==> src/rtl/uart_tx_ctrl_pkg.sv <==
// uart_tx_ctrl_pkg: shared frame constants, state encodings and types for the UART transmitter
package uart_tx_ctrl_pkg;
  localparam int WIDTH = 8;
  localparam int BIT_COUNTER_WIDTH = $clog2(WIDTH);
  localparam logic PAR_EVEN = 1'b0;
  localparam logic PAR_ODD = 1'b1;
  typedef enum logic [2:0] {
    IDLE = 3'd0,
    START = 3'd1,
    DATA = 3'd2,
    PARITY = 3'd3,
    STOP = 3'd4
  } state_t;
  typedef struct packed {
    logic [WIDTH-1:0] data;
    logic par_en;
    logic par_typ;
    logic [4:0] prescale;
  } word_t;
  function automatic logic parity_bit(input logic [WIDTH-1:0] d, input logic typ);
    return typ == PAR_ODD ? ~^d : ^d;
  endfunction
endpackage

==> src/rtl/uart_tx_ctrl_if.sv <==
// uart_tx_ctrl_if: word-in handshake and per-frame settings for the UART transmitter
interface uart_tx_ctrl_if import uart_tx_ctrl_pkg::*; ();
  logic [WIDTH-1:0] P_DATA;
  logic Data_Valid;
  logic Data_Ready;
  logic PAR_EN;
  logic PAR_TYP;
  logic [4:0] Prescale;
  modport master (output P_DATA, Data_Valid, PAR_EN, PAR_TYP, Prescale, input Data_Ready);
  modport slave (input P_DATA, Data_Valid, PAR_EN, PAR_TYP, Prescale, output Data_Ready);
endinterface

==> src/rtl/uart_tx_bit_timer.sv <==
// uart_tx_bit_timer: per-bit edge counter (wraps at prescale-1, 0 means 32) and data bit counter
module uart_tx_bit_timer import uart_tx_ctrl_pkg::*; (
  input logic clk,
  input logic rst,
  input logic run,
  input logic in_data,
  input logic [4:0] prescale,
  output logic bit_done,
  output logic last_bit
);
  logic [4:0] edge_cnt;
  logic [BIT_COUNTER_WIDTH-1:0] bit_cnt;
  // prescale 0 makes prescale-1 wrap to 31, giving 32-cycle bits
  assign bit_done = edge_cnt == prescale - 5'd1;
  assign last_bit = bit_cnt == BIT_COUNTER_WIDTH'(WIDTH - 1);
  always_ff @(posedge clk)
    if (rst || !run) edge_cnt <= '0;
    else edge_cnt <= bit_done ? '0 : edge_cnt + 5'd1;
  always_ff @(posedge clk)
    if (rst) bit_cnt <= '0;
    else if (in_data && bit_done) bit_cnt <= last_bit ? '0 : bit_cnt + 1'b1;
endmodule

==> src/rtl/uart_tx_ctrl.sv <==
// uart_tx_ctrl: UART transmitter (start, LSB-first data, optional parity, stop)
// define UART_TX_HOLD_BUF_EN to add a one-entry holding buffer for gapless frames
module uart_tx_ctrl import uart_tx_ctrl_pkg::*; (
  input logic CLK,
  input logic RST,
  uart_tx_ctrl_if.slave bus,
  output logic TX_OUT,
  output logic busy
);
  state_t state, state_n;
  word_t in_word, load_word;
  logic [WIDTH-1:0] shreg, shreg_n;
  logic [4:0] prescale_r;
  logic par_en_r, par_r, load, accept, stop_end, bit_done, last_bit, tx_n;
  assign in_word = '{data: bus.P_DATA, par_en: bus.PAR_EN, par_typ: bus.PAR_TYP, prescale: bus.Prescale};
  assign accept = bus.Data_Valid && bus.Data_Ready;
  assign stop_end = state == STOP && bit_done;
`ifdef UART_TX_HOLD_BUF_EN
  word_t hold;
  logic hold_full, take_in;
  assign bus.Data_Ready = !hold_full;
  // a word arriving while idle or exactly at stop end skips the hold register
  assign take_in = accept && (state == IDLE || stop_end);
  assign load = take_in || (stop_end && hold_full);
  assign load_word = hold_full ? hold : in_word;
  always_ff @(posedge CLK)
    if (RST) hold_full <= 1'b0;
    else if (accept && !take_in) begin
      hold <= in_word;
      hold_full <= 1'b1;
    end else if (stop_end) hold_full <= 1'b0;
`else
  assign bus.Data_Ready = state == IDLE;
  assign load = accept;
  assign load_word = in_word;
`endif
  uart_tx_bit_timer u_timer (
    .clk(CLK),
    .rst(RST),
    .run(state != IDLE),
    .in_data(state == DATA),
    .prescale(prescale_r),
    .bit_done(bit_done),
    .last_bit(last_bit)
  );
  always_comb begin
    state_n = IDLE;
    case (state)
      IDLE: state_n = load ? START : IDLE;
      START: state_n = bit_done ? DATA : START;
      DATA: state_n = !(bit_done && last_bit) ? DATA : par_en_r ? PARITY : STOP;
      PARITY: state_n = bit_done ? STOP : PARITY;
      STOP: state_n = !bit_done ? STOP : load ? START : IDLE;
      default: state_n = IDLE;
    endcase
    shreg_n = load ? load_word.data : (state == DATA && bit_done) ? shreg >> 1 : shreg;
    // line level is computed from the next state so TX_OUT leaves a flop
    tx_n = state_n == START ? 1'b0 : state_n == DATA ? shreg_n[0] : state_n == PARITY ? par_r : 1'b1;
  end
  always_ff @(posedge CLK)
    if (RST) begin
      state <= IDLE;
      TX_OUT <= 1'b1;
      busy <= 1'b0;
      shreg <= '0;
      par_en_r <= 1'b0;
      par_r <= 1'b0;
      prescale_r <= '0;
    end else begin
      state <= state_n;
      TX_OUT <= tx_n;
      busy <= state_n != IDLE;
      shreg <= shreg_n;
      if (load) begin
        par_en_r <= load_word.par_en;
        par_r <= parity_bit(load_word.data, load_word.par_typ);
        prescale_r <= load_word.prescale;
      end
    end
endmodule

==> src/flat_wrapper.sv <==
// flat-port wrapper written by rule: the top's interface ports become plain ports
module uart_tx_ctrl_flat import uart_tx_ctrl_pkg::*;
  (CLK, RST, TX_OUT, busy, bus_P_DATA, bus_Data_Valid, bus_PAR_EN, bus_PAR_TYP, bus_Prescale, bus_Data_Ready);
  uart_tx_ctrl_if bus_i ();
  input logic CLK;
  input logic RST;
  output logic TX_OUT;
  output logic busy;
  input wire logic [$bits(bus_i.P_DATA)-1:0] bus_P_DATA;
  input wire logic [$bits(bus_i.Data_Valid)-1:0] bus_Data_Valid;
  input wire logic [$bits(bus_i.PAR_EN)-1:0] bus_PAR_EN;
  input wire logic [$bits(bus_i.PAR_TYP)-1:0] bus_PAR_TYP;
  input wire logic [$bits(bus_i.Prescale)-1:0] bus_Prescale;
  output wire logic [$bits(bus_i.Data_Ready)-1:0] bus_Data_Ready;
  assign bus_i.P_DATA = bus_P_DATA;
  assign bus_i.Data_Valid = bus_Data_Valid;
  assign bus_i.PAR_EN = bus_PAR_EN;
  assign bus_i.PAR_TYP = bus_PAR_TYP;
  assign bus_i.Prescale = bus_Prescale;
  assign bus_Data_Ready = bus_i.Data_Ready;
  uart_tx_ctrl u_core (.CLK(CLK), .RST(RST), .bus(bus_i), .TX_OUT(TX_OUT), .busy(busy));
endmodule
==> config.mk <==
export PLATFORM = sky130hd
export DESIGN_NAME = uart_tx_ctrl_flat
export DESIGN_NICKNAME = d
export VERILOG_FILES = /design/src/rtl/uart_tx_ctrl_pkg.sv /design/src/rtl/uart_tx_ctrl_if.sv /design/src/rtl/uart_tx_bit_timer.sv /design/src/rtl/uart_tx_ctrl.sv /design/src/flat_wrapper.sv
export SDC_FILE = /design/constraint.sdc
export NUM_CORES = 1
export LEC_CHECK = 0
export CAP_MARGIN = 10
export CORE_MARGIN = 3
export CORE_UTILIZATION = 60
export DETAILED_ROUTE_END_ITERATION = 6
export DONT_BUFFER_PORTS = 1
export MAX_ROUTING_LAYER = met4
export PLACE_DENSITY_LB_ADDON = 0.25
export SYNTH_ARGS = -nofsm -noshare
export SYNTH_HDL_FRONTEND = slang
export SYNTH_HIERARCHICAL = 1
export SYNTH_SLANG_ARGS = --single-unit
export TNS_END_PERCENT = 30
==> constraint.sdc <==
create_clock -name CLK -period 6.7 [get_ports CLK]
set_clock_uncertainty 0.15 [all_clocks]
set_input_delay 1.005 -clock CLK [delete_from_list [all_inputs] [get_ports CLK]]
set_output_delay 1.005 -clock CLK [all_outputs]
set_load 0.01 [all_outputs]
==> metrics.txt, run 1 <==
DR top layer met4; Worst Hold Launch u_core/prescale_r[4]; WL met3 approximately 150 um; Post-Route WL 2680 um; CTS clk-pin slew, worst paths approximately 0.15 ns; I/O Pins 21; Mapped Cells ~160; Synth top area share a little under two fifths; Num CTS Buffers 3; worst hold path class register to register; hpwl dp 1980 um; worst-skew pair later-pin latency 0.33 ns; Die Footprint 3150 um2; fill cell count ~180; Synth Register Bits 28; post-synth top area cell dfxtp_1; leakage dissipation ~0.56 nW; WP data arrival 2.98 ns; R2R Path Start u_core/prescale_r[0]; clock period minus worst slack 2.93 ns; Primary FF master, synth dfxtp_1; MaxCap Viol Count 0; status finished, final reports clean; Total GRT Usage roughly 20%; Post-synth EDFFs 0; Sum Neg Setup Slack 0 ns; measured slew at the worst slew-check pin between 1 and 1.5 ns; largest cells by area after synthesis dfxtp_1, a21oi_1, nor2_1; GRT Residual Overflow 0; CP required 6.76 ns; cts hold-fix bufs 0; Syn Std Cell Area 1510 um2; M1 WL 1260 um; IO Port Bufs 0; Synth Net Count between 150 and 200; clk buf depth 2; synthesis-to-layout area growth 1.08%; Layout Nets approximately 180; syn avg cell area between 9 and 10 um2; CTS root buffer clkbuf_4; Die H 56.1 um; critical path launch point type register; Max-slew headroom between 20% and 30%; initial antenna violation count 0; Core Region roughly 2300 um2; Placer Congestion around 0.74; antenna diode count 0; Num Clock Sinks 28; post-DR vias/cell 5.98; Vias about 1100; Post-synth ARST share 0%; Final period util 43.7%; RSZ-0062 raised after global routing no; CTS tree done; f_max 342 MHz; Die Wd between 50 and 60 um; CP Class register to register; routed len/inst ~14 um; sequential fraction of the synthesis area a little under two fifths; final instance area between 1500 and 2000 um2; Final Total Pwr around 0.34 mW; met2 routed WL about 1200 um; CP Capture Type register; synth warn 6; post-CTS sizing 0; first-pass GRT wire length between 4000 and 5000 um; DRC viols 0; Final setup violation count 0; reg-to-reg endpoint u_core/TX_OUT; DR pass1 iterations 4; number of global-route vias before repair about 1100; DRT iter0 DRCs 33; Fin. Hold Viols 0; hold path depth 2; Routed Antenna Nets 0; Final Util 66.3%; # rows 17; largest net degree at the start of global routing 26; Peak VDD IR ~150 uV; final worst slack between 3 and 4 ns; Worst R2R Setup Slack 3.77 ns; area post-placement 1470 um2; Yosys cell types 41; Slew Viols, Final 0; H-tree Lvls 1; postcts setup bufs 0; WHS Endpoint u_core/prescale_r[4]; Placement Setup Slack approximately 3.8 ns; pwr dens roughly 220 nW/um2; fraction of layout cells with a size suffix above 1 between 10% and 20%; worst reg2reg path depth 10; starting utilization of the core area between 60% and 70%; worst-path fanout max 9
==> critical path: stages (launching register included) <==
cell	delay (ns)
dfxtp_1	0.42
inv_1	0.06
ha_1	0.30
xnor2_1	0.14
a211oi_2	0.23
o311ai_2	0.18
inv_1	0.23
and4bb_2	0.42
mux2_4	0.33
nor4_1	0.20
a32oi_1	0.13
==> per-stage QoR <==
step,instances,hold slack [ns]
final,186,0.322
after floorplan,163,0.286
after global placement,182,0.289
after CTS,186,0.325
after detailed placement,182,0.305
after global routing,186,0.336
==> layer usage <==
layer,vias up,GRT usage [%]
met3,6,4.87
li1,565,-
met1,511,25.0
met2,30,30.6
met4,0,9.49
met5,-,-
==> placed cells by master (no fill, tap or decap) <==
cell and n:
xnor2_1 6, mux2i_1 5, nor4b_1 1, o21ba_2 1, mux2_4 1, and4bb_2 1
nand4b_1 1, nor2_1 17, nand3_1 5, nand2_1 16, and4_1 1, a21oi_1 13
a32oi_1 1, o21ai_0 4, xor2_1 6, nor3_1 4, a211oi_2 5, nor4_1 2
or4_1 1, o21bai_1 1, o31ai_1 1, a22oi_1 3, dfxtp_1 28, ha_1 4
and3_1 1, a31oi_1 1, nand4bb_1 1, nor3b_1 1, a21boi_2 1, clkbuf_4 3
inv_1 8, nand3b_1 3, bufinv_16 1, xnor3_1 2, nand2b_1 2, nor4b_2 1
nor2b_1 2, or4b_4 1, o211ai_2 1, o311ai_2 1
==> layout make-up <==
type,instances,area (um2),area share [%]
Multi-Input combinational cell,118,845,55.5
Sequential cell,28,561,36.8
Clock buffer,3,22.5,1.48
Tap cell,28,35.0,2.30
Inverter,8,30.0,1.97
Clock inverter,1,30.0,1.97
==> kinds of logic after synthesis <==
logic type      count (synthesis)  synth area share, %
compound gates                 33                 16.6
xor+xnor                       14                 9.97
fa+ha+maj                       4                 3.32
buf+inv                        17                 7.14
flops                          28                 37.2
mux                             6                 4.32
simple gates                   61                 21.4
==> registers in the layout, summed over array words and instances, names as in the netlist <==
name,cells
u_core/TX_OUT,1
u_core/u_timer/bit_cnt,3
u_core/shreg,8
u_core/par_en_r,1
u_core/prescale_r,5
u_core/par_r,1
u_core/state,3
u_core/u_timer/edge_cnt,5
u_core/busy,1
==> power breakdown <==
part | internal, mW | leakage, nW | switching (mW)
Combinational | 0.0233 | 0.305 | 0.0234
Clock | 0.0606 | 0.0279 | 0.0497
Sequential | 0.177 | 0.229 | 0.00870
Total | 0.261 | 0.562 | 0.0818
==> worst max-delay path by stage <==
stage | startpoint | end | slack (ns) | cells after the start
after global routing | u_core/prescale_r[0] | u_core/TX_OUT | 3.57 | 10
after CTS | u_core/prescale_r[0] | u_core/TX_OUT | 3.76 | 10
after floorplan | u_core/prescale_r[0] | u_core/TX_OUT | 4.09 | 11
after global placement | u_core/prescale_r[0] | u_core/TX_OUT | 3.94 | 10
after detailed placement | u_core/prescale_r[0] | u_core/TX_OUT | 3.80 | 10
final | u_core/prescale_r[0] | u_core/TX_OUT | 3.77 | 10
==> cells in the mapped netlist (3+ instances only) <==
cell type,n
a211oi_2,5
a21oi_1,13
a22oi_1,3
buf_6,4
dfxtp_1,28
ha_1,4
inv_1,8
mux2i_1,5
nand2_1,16
nand3_1,5
nand3b_1,3
nor2_1,17
nor3_1,4
o21ai_0,4
xnor2_1,6
xor2_1,6
Power figures use the tool's default switching activity.
==> run 2, diff against run 1 <==
--- a/config.mk
+++ b/config.mk
@@ -7,7 +7,7 @@
 export LEC_CHECK = 0
 export CAP_MARGIN = 10
 export CORE_MARGIN = 3
-export CORE_UTILIZATION = 60
+export CORE_UTILIZATION = 56
 export DETAILED_ROUTE_END_ITERATION = 6
 export DONT_BUFFER_PORTS = 1
 export MAX_ROUTING_LAYER = met4
==> constraint.sdc (replaced) <==
create_clock -name CLK -period 2.5 [get_ports CLK]
set_clock_uncertainty 0.15 [all_clocks]
set_input_delay 0.375 -clock CLK [delete_from_list [all_inputs] [get_ports CLK]]
set_output_delay 0.375 -clock CLK [all_outputs]
set_load 0.01 [all_outputs]
==> metrics.txt, run 2 (synthesis results as in run 1) <==
GRT Residual Overflow 0 (unchanged); Core Region 2520 um2 (+9.8%); critical path launch point type register; Die Wd 57.9 um (+3.1%); I/O Pins 21 (unchanged); status finished, final reports clean; H-tree Lvls 1 (unchanged); DRC viols 0 (unchanged); pwr dens 496 nW/um2 (+120%); fill cell count 224 (+25%); antenna diode count 0 (unchanged); Num Clock Sinks 28 (unchanged); Die H 57.9 um (+3.1%); commonest non-fill, non-tap cell in the layout dfxtp_1; post-DR vias/cell 5.96 (-0.31%); worst-path fanout max 6 (-3); biggest regs u_core/shreg: 8 flops, u_core/prescale_r: 5 flops, u_core/u_timer/edge_cnt: 5 flops; CP Class register to register; f_max 420 MHz (+23%); fraction of layout cells with a size suffix above 1 17.5% (+6.8 points); Placement Setup Slack 0.0216 ns (-3.78 ns); Vias 1198 (+7.7%); leakage dissipation 0.639 nW (+14%); Post-Route WL 3080 um (+15%); hold path depth 2 (unchanged); Final period util 95.3% (+52 points); worst reg2reg path depth 10 (unchanged); reg-to-reg endpoint u_core/busy; Worst R2R Setup Slack 0.12 ns (-3.65 ns); CTS tree done; clock period minus worst slack 2.38 ns (-0.545 ns); Die Footprint 3350 um2 (+6.4%); DR pass1 iterations 4 (unchanged); initial antenna violation count 0 (unchanged); largest net degree at the start of global routing 18 (-31%); clk buf depth 2 (unchanged); Final Util 66.7% (+0.43 points); Slew Viols, Final 0 (unchanged); WP data arrival 2.48 ns (-0.50 ns); Placer Congestion 0.915 (+23%); Peak VDD IR 428 uV (+190%); MaxCap Viol Count 0 (unchanged); final worst slack 0.118 ns (-3.65 ns); Routed Antenna Nets 0 (unchanged); measured slew at the worst slew-check pin 0.677 ns (-0.390 ns); postcts setup bufs 0 (unchanged); number of global-route vias before repair 1222 (+15%); most frequent cells in the layout dfxtp_1, nor2_1, nand2_1; CP Capture Type register; hpwl dp 2020 um (+2.2%); Largest register FFs 8 (unchanged); routed len/inst 15.3 um (+6.1%); Final Total Pwr 0.835 mW (+140%); Layout Nets 195 (+7.7%); Total GRT Usage 19.3% (-0.82 points); DRT iter0 DRCs 25 (-24%); CP required 2.60 ns (-4.16 ns); first-pass GRT wire length 4980 um (+1.4%); WHS Endpoint u_core/shreg[0]; Num CTS Buffers 3 (unchanged); # rows 18 (+1); largest reg by FF count u_core/shreg; Max-slew headroom 54.7% (+26 points); Final setup violation count 0 (unchanged); R2R Path Start u_core/prescale_r[1]; CTS root buffer clkbuf_4; IO Port Bufs 0 (unchanged); worst-skew pair later-pin latency 0.31 ns (-0.02 ns); synthesis-to-layout area growth 11.7%; Worst Hold Launch bus_P_DATA[0]; CTS clk-pin slew, worst paths 0.14 ns (about the same); starting utilization of the core area 59.7% (-5.9 points); worst hold path class input pin to register; Fin. Hold Viols 0 (unchanged)
==> run 2: cell count changes in the layout (fill, tap and decap cells not counted), moves of 2 or more <==
cell | before | now
buf_4 | 0 | 5
nor4_1 | 2 | 0
dfxtp_2 | 0 | 2
dfxtp_1 | 28 | 26
dlygate4sd3_1 | 0 | 9
==> run 2: per-stage QoR <==
step	TNS (ns)	area, um2	std cells	hold slack, ns
after global routing	-0.133	1680	201	0.0741
final	0	1680	201	0.0683
after CTS	0	1620	201	0.0600
after global placement	0	1510	189	0.287
after floorplan	-0.0246	1510	163	0.286
after detailed placement	0	1510	189	0.296
==> run 2: what timing repair did <==
action	CTS	global route
setup endpoints to repair	0	7
hold buffers	9	0
gates resized for setup	0	10
endpoints found under the hold margin	21	0
==> run 2: final cells by class <==
| cell class | count | area (um2) | area share, % |
|---|---|---|---|
| multi-input combinational | 118 | 902 | 53.6 |
| tap | 30 | 37.5 | 2.23 |
| timing repair buffer | 14 | 128 | 7.58 |
| sequential | 28 | 563 | 33.5 |
| inverter | 8 | 30.0 | 1.78 |
| clock buffer | 3 | 22.5 | 1.34 |
==> run 2: worst max-delay path: stages, from the launching register on <==
cell and delay [ns]:
dfxtp_2 0.36, inv_1 0.09, ha_4 0.15, xor2_1 0.15
nor2_1 0.06, o311ai_2 0.33, inv_2 0.10, buf_4 0.17
nor4b_2 0.47, nor2_1 0.13, a31oi_1 0.16
==> run 2: where the power goes <==
| group | internal [mW] | total (mW) | switching (mW) |
|---|---|---|---|
| registers | 0.474 | 0.498 | 0.0241 |
| clock network | 0.0564 | 0.180 | 0.123 |
| logic | 0.0819 | 0.157 | 0.0753 |
==> run 2: worst max-delay path by stage <==
| stage | start | endpoint |
|---|---|---|
| after global placement | u_core/prescale_r[1] | u_core/TX_OUT |
| after floorplan | u_core/prescale_r[0] | u_core/TX_OUT |
| after CTS | u_core/prescale_r[1] | u_core/TX_OUT |
| final | u_core/prescale_r[1] | u_core/busy |
| after global routing | u_core/prescale_r[1] | u_core/busy |
| after detailed placement | u_core/prescale_r[1] | u_core/TX_OUT |
==> run 2: per-layer routing <==
metal,share of wire [%],vias to the layer above,track usage (%)
li1,-,591,-
met1,45,592,21.9
met2,52,13,34.5
met3,2.5,2,2.23
met4,0.62,0,6.95
met5,0,-,-
